--- src/rtl/mac_pkg.sv ---
// Shared definitions for the product accumulator: FSM state encoding and
// default sizing parameters.
package mac_pkg;

  localparam int ACC_W_DEFAULT = 12;
  localparam int BATCH_DEFAULT = 4;

  typedef enum logic [1:0] {
    ST_ACCUM   = 2'd0,
    ST_EMIT_LO = 2'd1,
    ST_EMIT_HI = 2'd2
  } mac_state_t;

  // High result byte: sticky overflow flag on top, upper accumulator bits below.
  function automatic logic [7:0] pack_hi(input logic ovf_bit, input logic [6:0] acc_hi);
    return {ovf_bit, acc_hi};
  endfunction

endpackage

--- src/rtl/product_accumulator.sv ---
// Sums BATCH unsigned 8-bit products into an ACC_W-bit accumulator and emits
// each result as two bytes (low first) with a sticky overflow flag.
module product_accumulator
  import mac_pkg::*;
#(
  parameter int ACC_W = ACC_W_DEFAULT,
  parameter int BATCH = BATCH_DEFAULT
) (
  input  logic       clk,
  input  logic       rst_n,
  input  logic       clr,
  input  logic       in_valid,
  input  logic [7:0] in_prod,
  output logic       in_ready,
  output logic       out_valid,
  input  logic       out_ready,
  output logic [7:0] out_data,
  output logic       out_last,
  output logic       busy
);

  localparam int CNT_W = $clog2(BATCH);

  mac_state_t       state_reg;
  logic [ACC_W-1:0] acc_reg;
  logic [CNT_W-1:0] cnt_reg;
  logic             ovf_reg;

  logic [ACC_W:0]   sum;
  logic [6:0]       acc_hi;
  logic             last_prod;

  // One extra bit on the adder exposes the carry that feeds the sticky flag.
  assign sum       = {1'b0, acc_reg} + {{(ACC_W-7){1'b0}}, in_prod};
  assign acc_hi    = 7'(acc_reg >> 8);
  assign last_prod = (cnt_reg == CNT_W'(BATCH - 1));

  always_ff @(posedge clk or negedge rst_n) begin
    if (!rst_n) begin
      state_reg <= ST_ACCUM;
      acc_reg   <= '0;
      cnt_reg   <= '0;
      ovf_reg   <= 1'b0;
      in_ready  <= 1'b1;
      out_valid <= 1'b0;
      out_data  <= 8'h00;
      out_last  <= 1'b0;
      busy      <= 1'b0;
    end else if (clr) begin
      state_reg <= ST_ACCUM;
      acc_reg   <= '0;
      cnt_reg   <= '0;
      ovf_reg   <= 1'b0;
      in_ready  <= 1'b1;
      out_valid <= 1'b0;
      out_data  <= 8'h00;
      out_last  <= 1'b0;
      busy      <= 1'b0;
    end else begin
      case (state_reg)
        ST_ACCUM: begin
          if (in_valid) begin
            acc_reg <= sum[ACC_W-1:0];
            cnt_reg <= cnt_reg + CNT_W'(1);
            busy    <= 1'b1;
            if (sum[ACC_W]) begin
              ovf_reg <= 1'b1;
            end
            if (last_prod) begin
              // Low byte comes straight from the adder so it is valid on entry.
              state_reg <= ST_EMIT_LO;
              in_ready  <= 1'b0;
              out_valid <= 1'b1;
              out_data  <= sum[7:0];
              out_last  <= 1'b0;
            end
          end
        end
        ST_EMIT_LO: begin
          if (out_ready) begin
            state_reg <= ST_EMIT_HI;
            out_data  <= pack_hi(ovf_reg, acc_hi);
            out_last  <= 1'b1;
          end
        end
        ST_EMIT_HI: begin
          if (out_ready) begin
            state_reg <= ST_ACCUM;
            acc_reg   <= '0;
            cnt_reg   <= '0;
            ovf_reg   <= 1'b0;
            in_ready  <= 1'b1;
            out_valid <= 1'b0;
            out_data  <= 8'h00;
            out_last  <= 1'b0;
            busy      <= 1'b0;
          end
        end
        default: begin
          state_reg <= ST_ACCUM;
          acc_reg   <= '0;
          cnt_reg   <= '0;
          ovf_reg   <= 1'b0;
          in_ready  <= 1'b1;
          out_valid <= 1'b0;
          out_data  <= 8'h00;
          out_last  <= 1'b0;
          busy      <= 1'b0;
        end
      endcase
    end
  end

endmodule

--- config.mk ---
export PLATFORM = sky130hd
export DESIGN_NAME = product_accumulator
export DESIGN_NICKNAME = d
export VERILOG_FILES = /design/src/rtl/mac_pkg.sv /design/src/rtl/product_accumulator.sv
export SDC_FILE = /design/constraint.sdc
export NUM_CORES = 1
export LEC_CHECK = 0
export CAP_MARGIN = 10
export CELL_PAD_IN_SITES_DETAIL_PLACEMENT = 1
export CELL_PAD_IN_SITES_GLOBAL_PLACEMENT = 2
export CORE_MARGIN = 4
export CORE_UTILIZATION = 30
export DETAILED_ROUTE_END_ITERATION = 10
export PLACE_DENSITY_LB_ADDON = 0.1
export SKIP_CTS_REPAIR_TIMING = 1
export SLEW_MARGIN = 20
export SYNTH_ARGS = -nofsm -noshare
export SYNTH_HDL_FRONTEND = slang
export SYNTH_SLANG_ARGS = --single-unit
export TNS_END_PERCENT = 1
--- constraint.sdc ---
create_clock -name clk -period 2.01 [get_ports clk]
set_clock_uncertainty 0.2 [all_clocks]
set_input_delay 0.402 -clock clk [delete_from_list [all_inputs] [get_ports clk]]
set_output_delay 0.402 -clock clk [all_outputs]
set_load 0.05 [all_outputs]
==> flow_metrics.tcl, run 1 <==
set metrics [dict create \
    switching_share_pct 36.0 \
    final_common_cell "buf_4" \
    gp_congestion 0.841 \
    internal_power_mw 1.29 \
    syn_inst 158 \
    synthDistinctLibCells 35 \
    coreArea_um2 4880 \
    synth_top_area_share_pct 45.0 \
    whs_ns 0.278 \
    nFillCells 571 \
    cp-startpoint "acc_reg[0]$_DFFE_PN0P_" \
    hold_violations 0 \
    area_growth_pct 51.5 \
    p_clk_share_pct 22.8 \
    row_count 25 \
    grt_pass1_wl_mm 7.82 \
    stdcell_count 291 \
    hpwl_mm 3.60 \
    pin_count 25 \
    final_nets 246 \
    comb_power_share_pct 40.7 \
    layout_common_cells "47 x buf_4, 28 x dfrtp_1, 26 x nand2_1, 17 x nor2_1" \
    cts_buffer_depth 2 \
    crit_required_ns 1.97 \
    grtUsageTotal_pct 15.8 \
    synth.avg_cell_area_um2 9.85 \
    largest_register_ffs 12 \
    critPathCaptureType "register" \
    wl_mm 4.68 \
    final_core_util_pct 48.3 \
    critPathKind "register to register" \
    start_kind "register" \
    fin_setup_tns_ns -0.184 \
    ys_seq_elements 29 \
    cts.reportedPaths.clkPinSlew_ns 0.06 \
    maxSlewViolCount 0 \
    rsz0062_at_grt "true" \
    insertion_delay_ns 0.28 \
    initial_core_util_pct 31.9 \
    via_count 1450 \
    drive_above_1_share_pct 33.9 \
    grt_max_degree 30 \
    cts_buffers 5 \
    die_w_um 80.0 \
    cts.htree.levels 2 \
    setup.worst_path.end "acc_reg[10]$_DFFE_PN0P_" \
    p_sw_mw 0.727 \
    dp_cells 282 \
    drt_iter0_drc 59 \
    ys_seq_area_share_pct 46.7 \
    leakage_nw 1.14 \
    cts_tree "yes" \
    antenna_found_initial 0 \
    dieArea_um2 6400 \
    syn_nets 181 \
    crit_arrival_ns 2.02 \
    outcome "finished with violations" \
    cap_violations 0 \
    antenna_cells 0 \
    final_antenna_net_count 0 \
    tightest_slew_ns 0.392 \
    overflow 0 \
    first_pass_iters 4 \
    finalCritPeriodShare_pct 103 \
    syn_area_um2 1560 \
    setup_ws_ns -0.0519 \
    holdCritPathClass "register to register" \
    cts_sinks 29 \
    violations "setup timing" \
    synthTopCellsByArea "dfrtp_1 45%, ha_1 7.2%, nand2_1 6.3%" \
    synth_largest_area_cell "dfrtp_1" \
    setup_violations 6 \
    vdd_drop_max_v 0.000324 \
    r2r.worst_path.cells 7 \
    worstReg2RegEnd "acc_reg[10]$_DFFE_PN0P_" \
    final_cell_area_um2 2360 \
    grt_pass1_vias 1643 \
    rrSetupSlack_ns -0.05 \
    p_seq_share_pct 36.5 \
    ys_warn_count 0 \
    die_y_um 80.0 \
    r2r-start "acc_reg[0]$_DFFE_PN0P_" \
    place_area_um2 2140 \
    timing.final.crit_period_ns 2.06 \
    fmax_mhz 485 \
    route.detailed.drc 0 \
    clockRootBuffer "clkbuf_8" \
    power_mw 2.02 \
    viasPerCell 4.98 \
    p_per_area_nw_per_um2 857 \
    place_ws_ns -0.614 \
    maxSlewHeadroom_pct 73.9 \
    port-buffer-count 24 \
    wl_per_cell_um 16.1 \
    path_max_fanout 3 \
]
kinds of logic (layout without fill, tap and decap cells):
group	Yosys count	count (layout)	synth area share, %
buf+inv	6	72	1.61
compound gates	50	50	23.2
fa+ha+maj	10	10	8.52
flops	29	29	46.7
xor+xnor	6	6	3.38
mux	2	2	1.45
simple gates	55	55	15.2
layout make-up:
class	count	area, um^2	share of cell area, %
clock buffers	8	80.1	3.40
inverters	3	11.3	0.477
multi-input cells	123	931	39.5
flip-flops and latches	29	727	30.8
well taps	67	83.8	3.55
repair buffers	61	526	22.3
worst max-delay path, cell delays in order, from the launching register on:
cell and delay, ns:
dfrtp_1 0.41, ha_4 0.18, fa_2 0.38, a211oi_2 0.24
o211a_1 0.22, nor3_1 0.07, a22oi_1 0.13, o21ai_1 0.09
cell usage after synthesis:
cell	n
a211oi_1	1
a211oi_2	1
a21o_1	3
a21oi_1	8
a221o_1	2
a22o_1	5
a22oi_1	3
a31oi_1	3
a32oi_1	2
and2_1	2
buf_2	2
clkbuf_1	1
dfrtp_1	28
dfstp_2	1
fa_1	1
ha_1	9
inv_1	3
mux2_2	2
nand2_1	26
nand3_1	2
nand3b_1	1
nor2_1	17
nor2b_1	2
nor3_1	2
nor3b_1	1
o211a_1	1
o211ai_1	3
o211ai_2	3
o21a_1	1
o21ai_0	12
o21ba_2	1
o21bai_1	1
or4_1	2
xnor2_1	1
xor2_1	5
how the worst min path moves through the flow:
| stage | from | end | slack [ns] | cells after the start |
|---|---|---|---|---|
| finish | out_data[2]$_DFFE_PN0P_ | out_data[2]$_DFFE_PN0P_ | 0.28 | 2 |
| global route | out_last$_DFFE_PN0P_ | out_last$_DFFE_PN0P_ | 0.31 | 1 |
| CTS | out_data[2]$_DFFE_PN0P_ | out_data[2]$_DFFE_PN0P_ | 0.28 | 2 |
| detailed placement | out_data[6]$_DFFE_PN0P_ | out_data[6]$_DFFE_PN0P_ | 0.27 | 2 |
| global placement | out_data[6]$_DFFE_PN0P_ | out_data[6]$_DFFE_PN0P_ | 0.26 | 2 |
| floorplan | rst_n | acc_reg[0]$_DFFE_PN0P_ | -0.09 | 0 |
routing by layer:
metal	routed length, um	up-vias	track usage, %
met1	2120	729	19.7
met3	165	5	4.51
met2	2350	18	26.9
li1	-	698	-
met4	44	0	3.55
met5	0	-	0
power by group through the flow:
stage,Sequential [mW],Combinational [mW],Clock [mW]
2_1_floorplan,0.818,0.337,0
3_3_place_gp,0.733,0.736,0
3_5_place_dp,0.736,0.751,0
4_1_cts,0.724,0.754,0.476
5_1_grt,0.748,0.907,0.509
6_report,0.737,0.823,0.461
(Power assumes the default switching activity.)
==> run 2, diff against run 1 <==
Settings changed: CORE_UTILIZATION 30 to 35.
Clock period 2.01 ns to 2.6 ns, I/O delays scaled along.
==> flow_metrics.tcl, run 2 (synthesis results as in run 1) <==
set metrics [dict create \
    r2r.worst_path.cells 7 \
    drt_iter0_drc 23 \
    path_common_cell "o211ai_2" \
    place_ws_ns -0.141 \
    grt_max_degree 30 \
    port-buffer-count 24 \
    wl_per_cell_um 17.1 \
    clockRootBuffer "clkbuf_8" \
    crit_arrival_ns 2.46 \
    crit_buf_inv 2 \
    fmax_mhz 408 \
    leakage_nw 0.954 \
    critPathTopFamily "buffers and inverters" \
    nFillCells 485 \
    timing.final.crit_period_ns 2.45 \
    wl_mm 4.33 \
    outcome "finished, final reports clean" \
    gp_congestion 0.757 \
    cts_sinks 29 \
    area_growth_pct 32.2 \
    cts_buffer_depth 2 \
    cp_num_cells 8 \
    whs_ns 0.275 \
    final_cell_area_um2 2060 \
    route.detailed.drc 0 \
    viasPerCell 5.44 \
    power_mw 1.46 \
    grt_pass1_wl_mm 7.20 \
    pin_count 25 \
    drive_above_1_share_pct 16.3 \
    place_area_um2 1970 \
    cts_tree "yes" \
    grtUsageTotal_pct 17.4 \
    cap_violations 0 \
    hpwl_mm 3.35 \
    antenna_found_initial 0 \
    setup_violations 0 \
    coreArea_um2 4140 \
    die_w_um 74.7 \
    cts_buffers 5 \
    row_count 23 \
    maxSlewHeadroom_pct 65.4 \
    largest_register_ffs 12 \
    setup_ws_ns 0.146 \
    hold_violations 0 \
    die_y_um 74.7 \
    final_nets 225 \
    worstPathCellList "clkdlybuf4s50_1 -> ha_1 -> a211oi_2 -> o211ai_2 -> a31oi_1 -> buf_4 -> or4_1 -> o211ai_2" \
    rsz0062_at_grt "false" \
    holdPathStages 2 \
    dieArea_um2 5580 \
    final_common_cell "dfrtp_1" \
    critPathCaptureType "register" \
    vdd_drop_max_v 0.000449 \
    via_count 1377 \
    cts.reportedPaths.clkPinSlew_ns 0.07 \
    start_kind "primary input" \
    cts.htree.levels 2 \
    overflow 0 \
    insertion_delay_ns 0.28 \
    antenna_cells 0 \
    initial_core_util_pct 37.6 \
    first_pass_iters 4 \
    stdcell_count 253 \
    crit_required_ns 2.60 \
    max_stage_delay_ns 0.49 \
    p_per_area_nw_per_um2 708 \
    path_max_fanout 4 \
    final_antenna_net_count 0 \
    finalCritPeriodShare_pct 94.4 \
    grt_pass1_vias 1463 \
    slowest_stage "or4_1" \
    tightest_slew_ns 0.517 \
    layout_common_cells "28 x dfrtp_1, 26 x nand2_1, 24 x clkdlybuf4s50_1, 17 x nor2_1, 16 x buf_4" \
    dp_cells 245 \
    critPathKind "primary input to register" \
    holdCritPathClass "register to register" \
    maxSlewViolCount 0 \
]
## run 2: cell count changes in the layout (fill, tap and decap cells not counted), sizes merged
| cell | delta |
|---|---|
| buf | -33 |
| clkdlybuf4s50 | +17 |
| dlymetal6s2s | -5 |
| clkbuf | -3 |
| clkinv | +2 |
| clkinvlp | +1 |
## run 2: tightest hold or removal path, cell delays in order (launching register included)
cell and delay, ns:
dfrtp_1 0.34, nand2_1 0.05, nand2_1 0.05
## run 2: power breakdown
group          switching [mW]  internal (mW)  total (mW)
combinational           0.305          0.222       0.528
clock                   0.182          0.184       0.366
sequential             0.0508          0.511       0.562
## run 2: area by class of cell
| cell class | instances | area, um^2 | area share, % |
|---|---|---|---|
| Multi-Input combinational cell | 123 | 810 | 39.4 |
| Sequential cell | 29 | 727 | 35.3 |
| Timing Repair Buffer | 40 | 360 | 17.5 |
| Clock buffer | 5 | 68.8 | 3.35 |
| Tap cell | 50 | 62.6 | 3.04 |
| Clock inverter | 3 | 17.5 | 0.852 |
| Inverter | 3 | 11.3 | 0.547 |
## run 2: layer usage
| metal | part of all wire [%] | GRT usage, % | routed length, um |
|---|---|---|---|
| met5 | 0 | 0 | 0 |
| met4 | 1.3 | 5.73 | 58 |
| met3 | 4.2 | 4.27 | 184 |
| met2 | 50 | 29.7 | 2170 |
| met1 | 44 | 21.6 | 1920 |
## run 2: final timing paths
kind                                         start                 endpoint  slack, ns
hold reg to reg            out_data[2]$_DFFE_PN0P_  out_data[2]$_DFFE_PN0P_       0.28
min in group asynchronous                    rst_n  out_data[4]$_DFFE_PN0P_       0.43
max in group asynchronous                    rst_n     in_ready$_DFFE_PN1P_       1.46
setup / recovery                        in_prod[1]  acc_reg[11]$_DFFE_PN0P_       0.15
hold / removal             out_data[2]$_DFFE_PN0P_  out_data[2]$_DFFE_PN0P_       0.28
setup reg to reg            acc_reg[4]$_DFFE_PN0P_  acc_reg[11]$_DFFE_PN0P_       0.41
## run 2: through the flow
stage / utilization (%) / setup TNS, ns
after detailed placement: 47.4 / -1.21
after CTS: 49.5 / 0
after global routing: 49.6 / 0
after global placement: 47.4 / -0.936
after floorplan: - / 0
final: 49.6 / 0
==> run 3, diff against run 2 <==
Settings changed: CTS_CLUSTER_DIAMETER set to 30.
==> results of run 3 <==
The final DEF is identical to that of run 2; final timing and power are the same.
